<file path="config.mk">
export PLATFORM = sky130hd
export DESIGN_NAME = mem_access_unit
export DESIGN_NICKNAME = d
export VERILOG_FILES = /design/src/rtl/mem_pkg.sv /design/src/rtl/mau_lane_align.sv /design/src/rtl/mem_access_unit.sv
export SDC_FILE = /design/constraint.sdc
export NUM_CORES = 1
export LEC_CHECK = 0
export ABC_AREA = 1
export BUFFER_PORTS_ARGS = -buffer_cell sky130_fd_sc_hd__buf_2
export CELL_PAD_IN_SITES_DETAIL_PLACEMENT = 0
export CELL_PAD_IN_SITES_GLOBAL_PLACEMENT = 1
export CORE_UTILIZATION = 35
export CTS_BUF_LIST = sky130_fd_sc_hd__clkbuf_4 sky130_fd_sc_hd__clkbuf_8
export DETAILED_ROUTE_END_ITERATION = 10
export GPL_ROUTABILITY_DRIVEN = 0
export PLACE_DENSITY = 0.85
export SYNTH_ARGS = -nofsm -noshare
export SYNTH_HDL_FRONTEND = slang
export SYNTH_HIERARCHICAL = 1
export SYNTH_SLANG_ARGS = --single-unit
export TNS_END_PERCENT = 50
</file>
<file path="constraint.sdc">
create_clock -name clk -period 6.05 [get_ports clk]
set_clock_uncertainty 0.2 [all_clocks]
set_input_delay 1.815 -clock clk [delete_from_list [all_inputs] [get_ports clk]]
set_output_delay 1.815 -clock clk [all_outputs]
set_load 0.03 [all_outputs]
</file>
<file path="src/rtl/mem_pkg.sv">
// Shared definitions for the memory access unit.
//   - size encodings for req_size
//   - FSM state enum
//   - lane_mask(): byte-lane enables touched by an access of a given size/offset
package mem_pkg;

  localparam int unsigned DATA_W   = 32;
  localparam int unsigned N_LANES  = 4;
  localparam int unsigned SIZE_W   = 2;

  localparam logic [SIZE_W-1:0] SZ_BYTE = 2'b00;
  localparam logic [SIZE_W-1:0] SZ_HALF = 2'b01;
  localparam logic [SIZE_W-1:0] SZ_WORD = 2'b10;
  localparam logic [SIZE_W-1:0] SZ_ILL  = 2'b11;

  typedef enum logic [2:0] {
    ST_IDLE     = 3'd0,
    ST_RD_ISSUE = 3'd1,
    ST_RD_WAIT  = 3'd2,
    ST_WR_ISSUE = 3'd3,
    ST_RESP     = 3'd4
  } mau_state_e;

  // Byte lanes covered by an access; illegal size touches nothing.
  function automatic logic [N_LANES-1:0] lane_mask(input logic [SIZE_W-1:0] size,
                                                   input logic [1:0]        offset);
    logic [N_LANES-1:0] mask;
    mask = '0;
    case (size)
      SZ_BYTE: mask = 4'b0001 << offset;
      SZ_HALF: mask = offset[1] ? 4'b1100 : 4'b0011;
      SZ_WORD: mask = 4'b1111;
      default: mask = 4'b0000;
    endcase
    return mask;
  endfunction

endpackage

</file>
<file path="src/rtl/mau_lane_align.sv">
// Combinational lane steering between a dmem word and the pipeline.
//   word_i      : word read from dmem
//   size_i      : access size encoding
//   offset_i    : byte offset within the word (addr[1:0])
//   signed_i    : sign-extend sub-word loads
//   wdata_i     : right-justified store data
//   load_data_o : extracted and extended load result
//   merged_o    : word_i with the addressed lanes replaced by store data
module mau_lane_align
  import mem_pkg::*;
(
  input  logic [DATA_W-1:0] word_i,
  input  logic [SIZE_W-1:0] size_i,
  input  logic [1:0]        offset_i,
  input  logic              signed_i,
  input  logic [DATA_W-1:0] wdata_i,
  output logic [DATA_W-1:0] load_data_o,
  output logic [DATA_W-1:0] merged_o
);

  logic [7:0]         byte_sel;
  logic [15:0]        half_sel;
  logic [N_LANES-1:0] mask;
  logic [DATA_W-1:0]  wdata_rep;

  // Load path: pick the addressed lane(s) and extend.
  always_comb begin
    byte_sel    = word_i[{offset_i, 3'b000} +: 8];
    half_sel    = offset_i[1] ? word_i[31:16] : word_i[15:0];
    load_data_o = word_i;
    case (size_i)
      SZ_BYTE: load_data_o = {{24{signed_i & byte_sel[7]}}, byte_sel};
      SZ_HALF: load_data_o = {{16{signed_i & half_sel[15]}}, half_sel};
      default: load_data_o = word_i;
    endcase
  end

  // Store path: replicate store data across lanes so the mask alone selects placement.
  always_comb begin
    mask      = lane_mask(size_i, offset_i);
    wdata_rep = wdata_i;
    case (size_i)
      SZ_BYTE: wdata_rep = {4{wdata_i[7:0]}};
      SZ_HALF: wdata_rep = {2{wdata_i[15:0]}};
      default: wdata_rep = wdata_i;
    endcase
    merged_o = word_i;
    for (int i = 0; i < int'(N_LANES); i++) begin
      if (mask[i]) merged_o[8*i +: 8] = wdata_rep[8*i +: 8];
    end
  end

endmodule

</file>
<file path="src/rtl/mem_access_unit.sv">
// Memory-stage front end; sole master of dmem.
// Accepts byte/half/word loads and stores over a valid/ready handshake, turns
// them into word-aligned dmem accesses (sub-word stores as read-modify-write),
// and returns extended load data or an error flag for misaligned/illegal
// requests without touching memory.
//   clk, reset                         : clock, async active-high reset
//   req_valid/req_ready                : request handshake
//   req_write/size/signed/addr/wdata   : request payload
//   resp_valid/resp_rdata/resp_error   : one-cycle completion pulse + result
//   mem_enable/read_write/address/
//   data_in/data_out                   : dmem interface
module mem_access_unit
  import mem_pkg::*;
#(
  parameter int unsigned ADDR_WIDTH  = 32,
  parameter int unsigned DATA_WIDTH  = 32,
  parameter int unsigned MEM_LATENCY = 1
) (
  input  logic                  clk,
  input  logic                  reset,
  input  logic                  req_valid,
  output logic                  req_ready,
  input  logic                  req_write,
  input  logic [1:0]            req_size,
  input  logic                  req_signed,
  input  logic [ADDR_WIDTH-1:0] req_addr,
  input  logic [DATA_WIDTH-1:0] req_wdata,
  output logic                  resp_valid,
  output logic [DATA_WIDTH-1:0] resp_rdata,
  output logic                  resp_error,
  output logic                  mem_enable,
  output logic                  mem_read_write,
  output logic [ADDR_WIDTH-1:0] mem_address,
  output logic [DATA_WIDTH-1:0] mem_data_in,
  input  logic [DATA_WIDTH-1:0] mem_data_out
);

  // Holds MEM_LATENCY-1 (latency range 1..4).
  localparam int unsigned CNT_W = 2;

  mau_state_e            state_q, state_d;
  logic [ADDR_WIDTH-1:0] addr_q, addr_d;
  logic [SIZE_W-1:0]     size_q, size_d;
  logic                  signed_q, signed_d;
  logic                  write_q, write_d;
  logic [DATA_WIDTH-1:0] wdata_q, wdata_d;
  logic [CNT_W-1:0]      cnt_q, cnt_d;

  logic                  req_ready_q, req_ready_d;
  logic                  resp_valid_q, resp_valid_d;
  logic [DATA_WIDTH-1:0] resp_rdata_q, resp_rdata_d;
  logic                  resp_error_q, resp_error_d;
  logic                  mem_enable_q, mem_enable_d;
  logic                  mem_rw_q, mem_rw_d;
  logic [ADDR_WIDTH-1:0] mem_addr_q, mem_addr_d;
  logic [DATA_WIDTH-1:0] mem_wdata_q, mem_wdata_d;

  logic                  req_err_c;
  logic [DATA_WIDTH-1:0] load_data_c;
  logic [DATA_WIDTH-1:0] merged_c;

  // Steering operates on the live dmem output so the capture edge registers the result directly.
  mau_lane_align u_lane_align (
    .word_i      (mem_data_out),
    .size_i      (size_q),
    .offset_i    (addr_q[1:0]),
    .signed_i    (signed_q),
    .wdata_i     (wdata_q),
    .load_data_o (load_data_c),
    .merged_o    (merged_c)
  );

  // Illegal size or misaligned half/word.
  always_comb begin
    req_err_c = 1'b0;
    case (req_size)
      SZ_HALF: req_err_c = req_addr[0];
      SZ_WORD: req_err_c = (req_addr[1:0] != 2'b00);
      SZ_ILL:  req_err_c = 1'b1;
      default: req_err_c = 1'b0;
    endcase
  end

  // Next-state and next-output logic; outputs are registered from the next state.
  always_comb begin
    state_d      = state_q;
    addr_d       = addr_q;
    size_d       = size_q;
    signed_d     = signed_q;
    write_d      = write_q;
    wdata_d      = wdata_q;
    cnt_d        = cnt_q;
    resp_valid_d = 1'b0;
    resp_rdata_d = '0;
    resp_error_d = 1'b0;
    mem_enable_d = 1'b0;
    mem_rw_d     = 1'b0;
    mem_addr_d   = mem_addr_q;
    mem_wdata_d  = mem_wdata_q;

    case (state_q)
      ST_IDLE: begin
        if (req_valid && req_ready_q) begin
          addr_d   = req_addr;
          size_d   = req_size;
          signed_d = req_signed;
          write_d  = req_write;
          wdata_d  = req_wdata;
          if (req_err_c) begin
            state_d      = ST_RESP;
            resp_valid_d = 1'b1;
            resp_error_d = 1'b1;
          end else if (req_write && (req_size == SZ_WORD)) begin
            state_d      = ST_WR_ISSUE;
            mem_enable_d = 1'b1;
            mem_rw_d     = 1'b1;
            mem_addr_d   = {req_addr[ADDR_WIDTH-1:2], 2'b00};
            mem_wdata_d  = req_wdata;
          end else begin
            // Loads and sub-word stores both start with a read.
            state_d      = ST_RD_ISSUE;
            mem_enable_d = 1'b1;
            mem_addr_d   = {req_addr[ADDR_WIDTH-1:2], 2'b00};
          end
        end
      end

      ST_RD_ISSUE: begin
        state_d = ST_RD_WAIT;
        cnt_d   = CNT_W'(MEM_LATENCY - 1);
      end

      ST_RD_WAIT: begin
        if (cnt_q == '0) begin
          if (write_q) begin
            state_d      = ST_WR_ISSUE;
            mem_enable_d = 1'b1;
            mem_rw_d     = 1'b1;
            mem_wdata_d  = merged_c;
          end else begin
            state_d      = ST_RESP;
            resp_valid_d = 1'b1;
            resp_rdata_d = load_data_c;
          end
        end else begin
          cnt_d = cnt_q - CNT_W'(1);
        end
      end

      ST_WR_ISSUE: begin
        state_d      = ST_RESP;
        resp_valid_d = 1'b1;
      end

      ST_RESP: begin
        state_d = ST_IDLE;
      end

      default: begin
        state_d = ST_IDLE;
      end
    endcase

    req_ready_d = (state_d == ST_IDLE);
  end

  // State, request and output registers.
  always_ff @(posedge clk or posedge reset) begin
    if (reset) begin
      state_q      <= ST_IDLE;
      addr_q       <= '0;
      size_q       <= '0;
      signed_q     <= 1'b0;
      write_q      <= 1'b0;
      wdata_q      <= '0;
      cnt_q        <= '0;
      req_ready_q  <= 1'b1;
      resp_valid_q <= 1'b0;
      resp_rdata_q <= '0;
      resp_error_q <= 1'b0;
      mem_enable_q <= 1'b0;
      mem_rw_q     <= 1'b0;
      mem_addr_q   <= '0;
      mem_wdata_q  <= '0;
    end else begin
      state_q      <= state_d;
      addr_q       <= addr_d;
      size_q       <= size_d;
      signed_q     <= signed_d;
      write_q      <= write_d;
      wdata_q      <= wdata_d;
      cnt_q        <= cnt_d;
      req_ready_q  <= req_ready_d;
      resp_valid_q <= resp_valid_d;
      resp_rdata_q <= resp_rdata_d;
      resp_error_q <= resp_error_d;
      mem_enable_q <= mem_enable_d;
      mem_rw_q     <= mem_rw_d;
      mem_addr_q   <= mem_addr_d;
      mem_wdata_q  <= mem_wdata_d;
    end
  end

  assign req_ready      = req_ready_q;
  assign resp_valid     = resp_valid_q;
  assign resp_rdata     = resp_rdata_q;
  assign resp_error     = resp_error_q;
  assign mem_enable     = mem_enable_q;
  assign mem_read_write = mem_rw_q;
  assign mem_address    = mem_addr_q;
  assign mem_data_in    = mem_wdata_q;

endmodule

</file>
==> results_dict.tcl, run 1 <==
set metrics [dict create \
    status "finished, final reports clean" \
    power.leakage_nw 5.57 \
    ys_warn_count 6 \
    fin_cells 1542 \
    crit_fanout 68 \
    cp-start-kind "primary input" \
    end_kind "register" \
    drc 0 \
    firstDrtPassIters 5 \
    cts_buffers 17 \
    num_vias 7283 \
    dr.first_iter.drc_count 473 \
    post_cts_buffers 0 \
    overflow 0 \
    synth_top_area_cell "dfrtp_1" \
    synth_top_area_share_pct 45.5 \
    place_area_mm2 0.00880 \
    hold_viol 0 \
    clockBufferDepth 2 \
    max_cap_viol_count 0 \
    cts.sinks 142 \
    antenna_found_initial 1 \
    finalCritPeriodShare_pct 60.4 \
    hold_buffers 0 \
    path_clk_slew_ns 0.09 \
    setup_viol 0 \
    clk_latency_ns 0.46 \
    htreeDepth 4 \
    criticalPathCategory "primary input to register" \
    layout-drive-gt1-share_pct 23.3 \
    ff2ff_path_depth 7 \
    power_mw 4.99 \
    slew_violations 0 \
    n_antenna_cell 0 \
    area_delta_synth_final_pct 19.7 \
    globalRouteMet2Util_pct 34.3 \
    dp.cells 1510 \
    cts-resized-gates 0 \
    routed_wl_um 23800 \
    routedWlPerCell_um 15.5 \
    grt_pass1_vias 6963 \
    tns_ns 0 \
    async_flop_share_pct 100 \
    power.density_mw_per_mm2 538 \
    fin_crit_ns 3.65 \
    gr-usage-met3_pct 4.64 \
    cp.required_ns 6.20 \
    ioPinCount 204 \
    stdcell_area_mm2 0.00927 \
    worst_pin_slew_ns 1.03 \
    synthTopCellsByArea "dfrtp_1 46%, nand2_1 28%, nand3_1 6.8%, nand3_2 2.8%, inv_1 2.7%" \
    rows 54 \
    min_path_cells 2 \
    nNetsFinal 1353 \
    synth_cell_type_count 26 \
    clockRootBuffer "clkbuf_8" \
    worst_hold_path_type "register to register" \
    cts_tree "built" \
    grt_max_degree 107 \
    start_util_pct 35.6 \
    grt_pass1_wl_um 37700 \
    synth-seq-cells 142 \
    core_mm2 0.0218 \
    ys_seq_area_share_pct 45.9 \
    dpl.hpwl_um 17100 \
    synth_most_common_cell "nand2_1" \
    arrival_ns 3.80 \
    ys_top_cells_by_count "584 x nand2_1, 141 x dfrtp_1, 105 x nand3_1" \
    ys.flop_type "dfrtp_1" \
    die_h_um 151 \
    syn_inst 1081 \
    die_w_um 151 \
    portBuffers 201 \
    synth_edf_count 0 \
    fp.dieArea_mm2 0.0227 \
    grt.busiest_layer "met2" \
    syn_area_mm2 0.00775 \
    max-vdd-ir-drop_mv 0.320 \
    ant_nets 0 \
    grt.total_usage_pct 21.9 \
    grt_use_met1_pct 30.2 \
    rsz0062_at_grt "false" \
    fmax_ghz 0.274 \
    slew_headroom_pct 31.0 \
    vias_per_cell 4.72 \
    postSynthAreaPerCell_um2 7.17 \
]
sequential cells by signal, indices dropped and copies added, names as in the netlist:
signal,flops
write_q,1
mem_data_in,32
resp_rdata,32
cnt_q,2
state_q,3
mem_address,30
resp_valid,1
resp_error,1
addr_q,2
mem_read_write,1
mem_enable,1
size_q,2
wdata_q,32
req_ready,1
signed_q,1
power by group:
group	internal, mW	switching (mW)
combinational	0.732	1.71
sequential	1.30	0.324
clock	0.495	0.421
total	2.53	2.46
path summary, 6_finish.rpt:
check	from	to	slack, ns
setup / recovery	req_valid	mem_address[18]	2.40
hold / removal	mem_address[16]	mem_address[16]	0.27
setup reg to reg	state_q[0]	mem_address[18]	3.27
hold reg to reg	mem_address[16]	mem_address[16]	0.27
max in group asynchronous	reset	mem_data_in[17]	3.18
min in group asynchronous	reset	resp_rdata[27]	1.33
placed cells by master (no fill, tap or decap), drive strengths merged:
cell type  count
nand2        594
buf          208
dfrtp        141
nand3        132
inv           71
nor2          45
o21ai         35
clkbuf        20
a21oi          7
bufinv         4
conb           2
ha             1
clkinv         1
dfstp          1
stage by stage:
step / worst slack, ns / util, % / hold slack, ns
final: 2.40 / 42.6 / 0.271
after CTS: 2.37 / 42.6 / 0.277
after floorplan: 0.227 / - / 0.249
after detailed placement: 1.87 / 40.5 / 0.253
after global placement: 1.95 / 40.5 / 0.254
after global routing: 2.17 / 42.6 / 0.300
per-layer routing:
layer  wire length, um  up-vias
met5                13        -
met4               311        2
met3              1540       25
met2             10900      250
met1             11100     3338
li1                  -     3668
cell type report:
class                   count  area (um2)
multi-input cells         816        3580
flip-flops and latches    142        3550
repair buffers            208        1060
fillers                  2323       12500
clock inverters            12         193
well taps                 280         350
clock buffers              20         275
inverters                  64         263
critical path, cell delays in order:
cell	delay, ns
buf_2	0.08
nand2_1	0.09
nor2_4	0.13
buf_4	0.57
nand2_1	0.78
nand2_1	0.24
nand2_1	0.07
kinds of logic (layout without fill, tap and decap cells):
| kind of cell | count (synthesis) | in the layout | share of synthesized area (%) |
|---|---|---|---|
| AO/OA/AOI/OAI | 42 | 42 | 2.86 |
| AND/OR/NAND/NOR | 771 | 771 | 43.0 |
| other | 1 | 2 | 0.0484 |
| adder cells (fa/ha/maj) | 1 | 1 | 0.161 |
| buffers and inverters | 124 | 304 | 8.06 |
| flip-flops | 142 | 142 | 45.9 |
(Power assumes the default switching activity.)
==> inputs of run 2 (changes only) <==
- ABC_AREA: 1 -> 0
- CORE_UTILIZATION: 35 -> 42
- PLACE_DENSITY: 0.85 -> 0.88
- clock period: 6.05 -> 3.7 ns (I/O delays scaled with it)
==> results_dict.tcl, run 2 <==
set metrics [dict create \
    synthAdderAreaFrac_pct 0.176 \
    max-vdd-ir-drop_mv 0.407 \
    synth_top_area_cell "dfrtp_1" \
    synth_top_family_by_area "multiplexers" \
    drc 0 \
    switching_share_pct 42.4 \
    cp-start-kind "register" \
    finalCritPeriodShare_pct 75.1 \
    setup_viol 0 \
    power_mw 8.21 \
    power.internal_mw 4.73 \
    crit_fanout 23 \
    worst_hold_path_type "register to register" \
    synth_cell_type_count 46 \
    path_clk_slew_ns 0.08 \
    comb_power_share_pct 51.0 \
    ys_seq_area_share_pct 50.1 \
    rows 47 \
    cp_cell_sequence "buf_4, inv_1, a21oi_2, a21o_1, mux2_1, mux2_2, mux2_1" \
    power_switching_mw 3.48 \
    clockRootBuffer "clkbuf_8" \
    synth_top_area_share_pct 49.7 \
    cts-resized-gates 0 \
    clockBufferDepth 2 \
    max_stage_delay_ns 0.42 \
    end_kind "register" \
    htreeDepth 4 \
    ys_warn_count 6 \
    num_vias 5240 \
    nNetsFinal 880 \
    arrival_ns 2.91 \
    final_cell_mix "201 x buf_2, 140 x dfrtp_1, 123 x mux2_2, 44 x a21oi_1, 35 x and2_1" \
    synth-seq-cells 142 \
    post_cts_buffers 0 \
    synth_xor_area_share_pct 0 \
    grt_max_degree 61 \
    cts_buffers 17 \
    synth_most_common_cell "dfrtp_1" \
    dp.cells 977 \
    wl_met2_um 8630 \
    dpl.hpwl_um 13500 \
    final_util_pct 52.8 \
    seq_power_share_pct 32.6 \
    postSynthAreaPerCell_um2 12.2 \
    start_util_pct 42.9 \
    cts.sinks 142 \
    hold_buffers 0 \
    ant_nets 0 \
    ys.flop_type "dfrtp_1" \
    slew_violations 0 \
    die_h_um 132 \
    cp.required_ns 3.83 \
    die_w_um 132 \
    power.leakage_nw 4.15 \
    vias_per_cell 5.19 \
    slowest_stage "dfrtp_1" \
    routedWlPerCell_um 17.9 \
    portBuffers 201 \
    cts_tree "built" \
    fin_crit_ns 2.78 \
    synth_compound_area_share_pct 9.89 \
    clkPwrFrac_pct 16.4 \
    syn_inst 583 \
    r2r_slack_ns 0.92 \
    fmax_ghz 0.360 \
    synthTopCellsByArea "dfrtp_1 50%, mux2_2 20%, mux2_1 5.4%, a21oi_1 3.1%, and2_1 3.1%" \
    hold_viol 0 \
    dr.first_iter.drc_count 312 \
    grt_pass1_wl_um 28300 \
    overflow 0 \
    fillers 1480 \
    layout-drive-gt1-share_pct 48.5 \
    synth_edf_count 0 \
    antenna_found_initial 1 \
    maxUsedRoutingLayer "met4" \
    firstDrtPassIters 7 \
    met3_length_um 734 \
    crit_top_cell "mux2_1" \
    yosys.area_share.simple_pct 8.41 \
    power.density_mw_per_mm2 940 \
    tns_ns 0 \
    core_mm2 0.0165 \
    routed_wl_um 18000 \
    async_flop_share_pct 100 \
    grt_pass1_vias 5058 \
    criticalPathCategory "register to register" \
    slew_headroom_pct 40.9 \
    worst_pin_slew_ns 0.887 \
    fp.dieArea_mm2 0.0174 \
    clk_latency_ns 0.45 \
    fin_cells 1010 \
    status "finished, final reports clean" \
    area_delta_synth_final_pct 23.0 \
    grt.total_usage_pct 21.2 \
    syn_area_mm2 0.00710 \
    yosys-mux-area-fraction_pct 27.8 \
    ys_top_cells_by_count "141 x dfrtp_1, 123 x mux2_2, 44 x a21oi_1" \
    wirelength_met1_um 8440 \
    max_cap_viol_count 0 \
    layout_commonest_cell "buf_2" \
    rsz0062_at_grt "false" \
    ioPinCount 204 \
]
[run 2: per-stage QoR]
| stage | hold slack, ns | instance area [um2] | setup slack (ns) |
|---|---|---|---|
| after detailed placement | 0.269 | 8290 | 0.659 |
| after global placement | 0.263 | 8290 | 0.682 |
| final | 0.285 | 8730 | 0.922 |
| after floorplan | 0.271 | 7100 | 0.614 |
| after CTS | 0.286 | 8730 | 0.948 |
| after global routing | 0.301 | 8730 | 0.787 |
[run 2: critical path: cells and delay by family, from the launching register on]
| kind | cells | cell delay, ns |
|---|---|---|
| flip-flops | 1 | 0.42 |
| multiplexers | 3 | 0.92 |
| AO/OA/AOI/OAI | 2 | 0.71 |
| buffers and inverters | 2 | 0.40 |
[run 2: path summary, 6_finish.rpt]
| kind | startpoint | endpoint | cells past startpoint |
|---|---|---|---|
| setup / recovery | addr_q[1] | mem_data_in[1] | 7 |
| hold reg to reg | mem_data_in[7] | mem_data_in[7] | 1 |
| setup reg to reg | addr_q[1] | mem_data_in[1] | 7 |
| min in group asynchronous | reset | mem_address[26] | 2 |
| hold / removal | mem_data_in[7] | mem_data_in[7] | 1 |
| max in group asynchronous | reset | req_ready | 3 |
[run 2: layer usage]
| metal | GRT usage, % | vias to the layer above |
|---|---|---|
| li1 | - | 2447 |
| met1 | 29.8 | 2635 |
| met2 | 32.7 | 140 |
| met3 | 4.00 | 18 |
| met4 | 7.43 | 0 |
| met5 | 0 | - |
[run 2: final cells by class]
cell class / count / area, um2 / area share [%]
sequential: 142 / 3560 / 40.7
multi-input combinational: 393 / 3300 / 37.8
timing repair buffer: 214 / 1130 / 12.9
clock buffer: 23 / 304 / 3.48
tap: 220 / 275 / 3.15
clock inverter: 9 / 134 / 1.53
inverter: 8 / 33.8 / 0.387
antenna: 1 / 2.50 / 0.0287
[run 2: logic make-up after synthesis]
group	count (synthesis)
AND/OR/NAND/NOR	112
flip-flops	142
adder cells (fa/ha/maj)	1
buffers and inverters	49
multiplexers	177
other	1
AO/OA/AOI/OAI	101
[run 2: power by group through the flow]
stage	logic [mW]	clock network (mW)	registers (mW)
5_1_grt	4.48	1.44	2.76
4_1_cts	4.20	1.38	2.68
2_1_floorplan	2.49	0	3.37
3_3_place_gp	4.12	0	2.68
3_5_place_dp	4.19	0	2.70
6_report	4.18	1.35	2.68
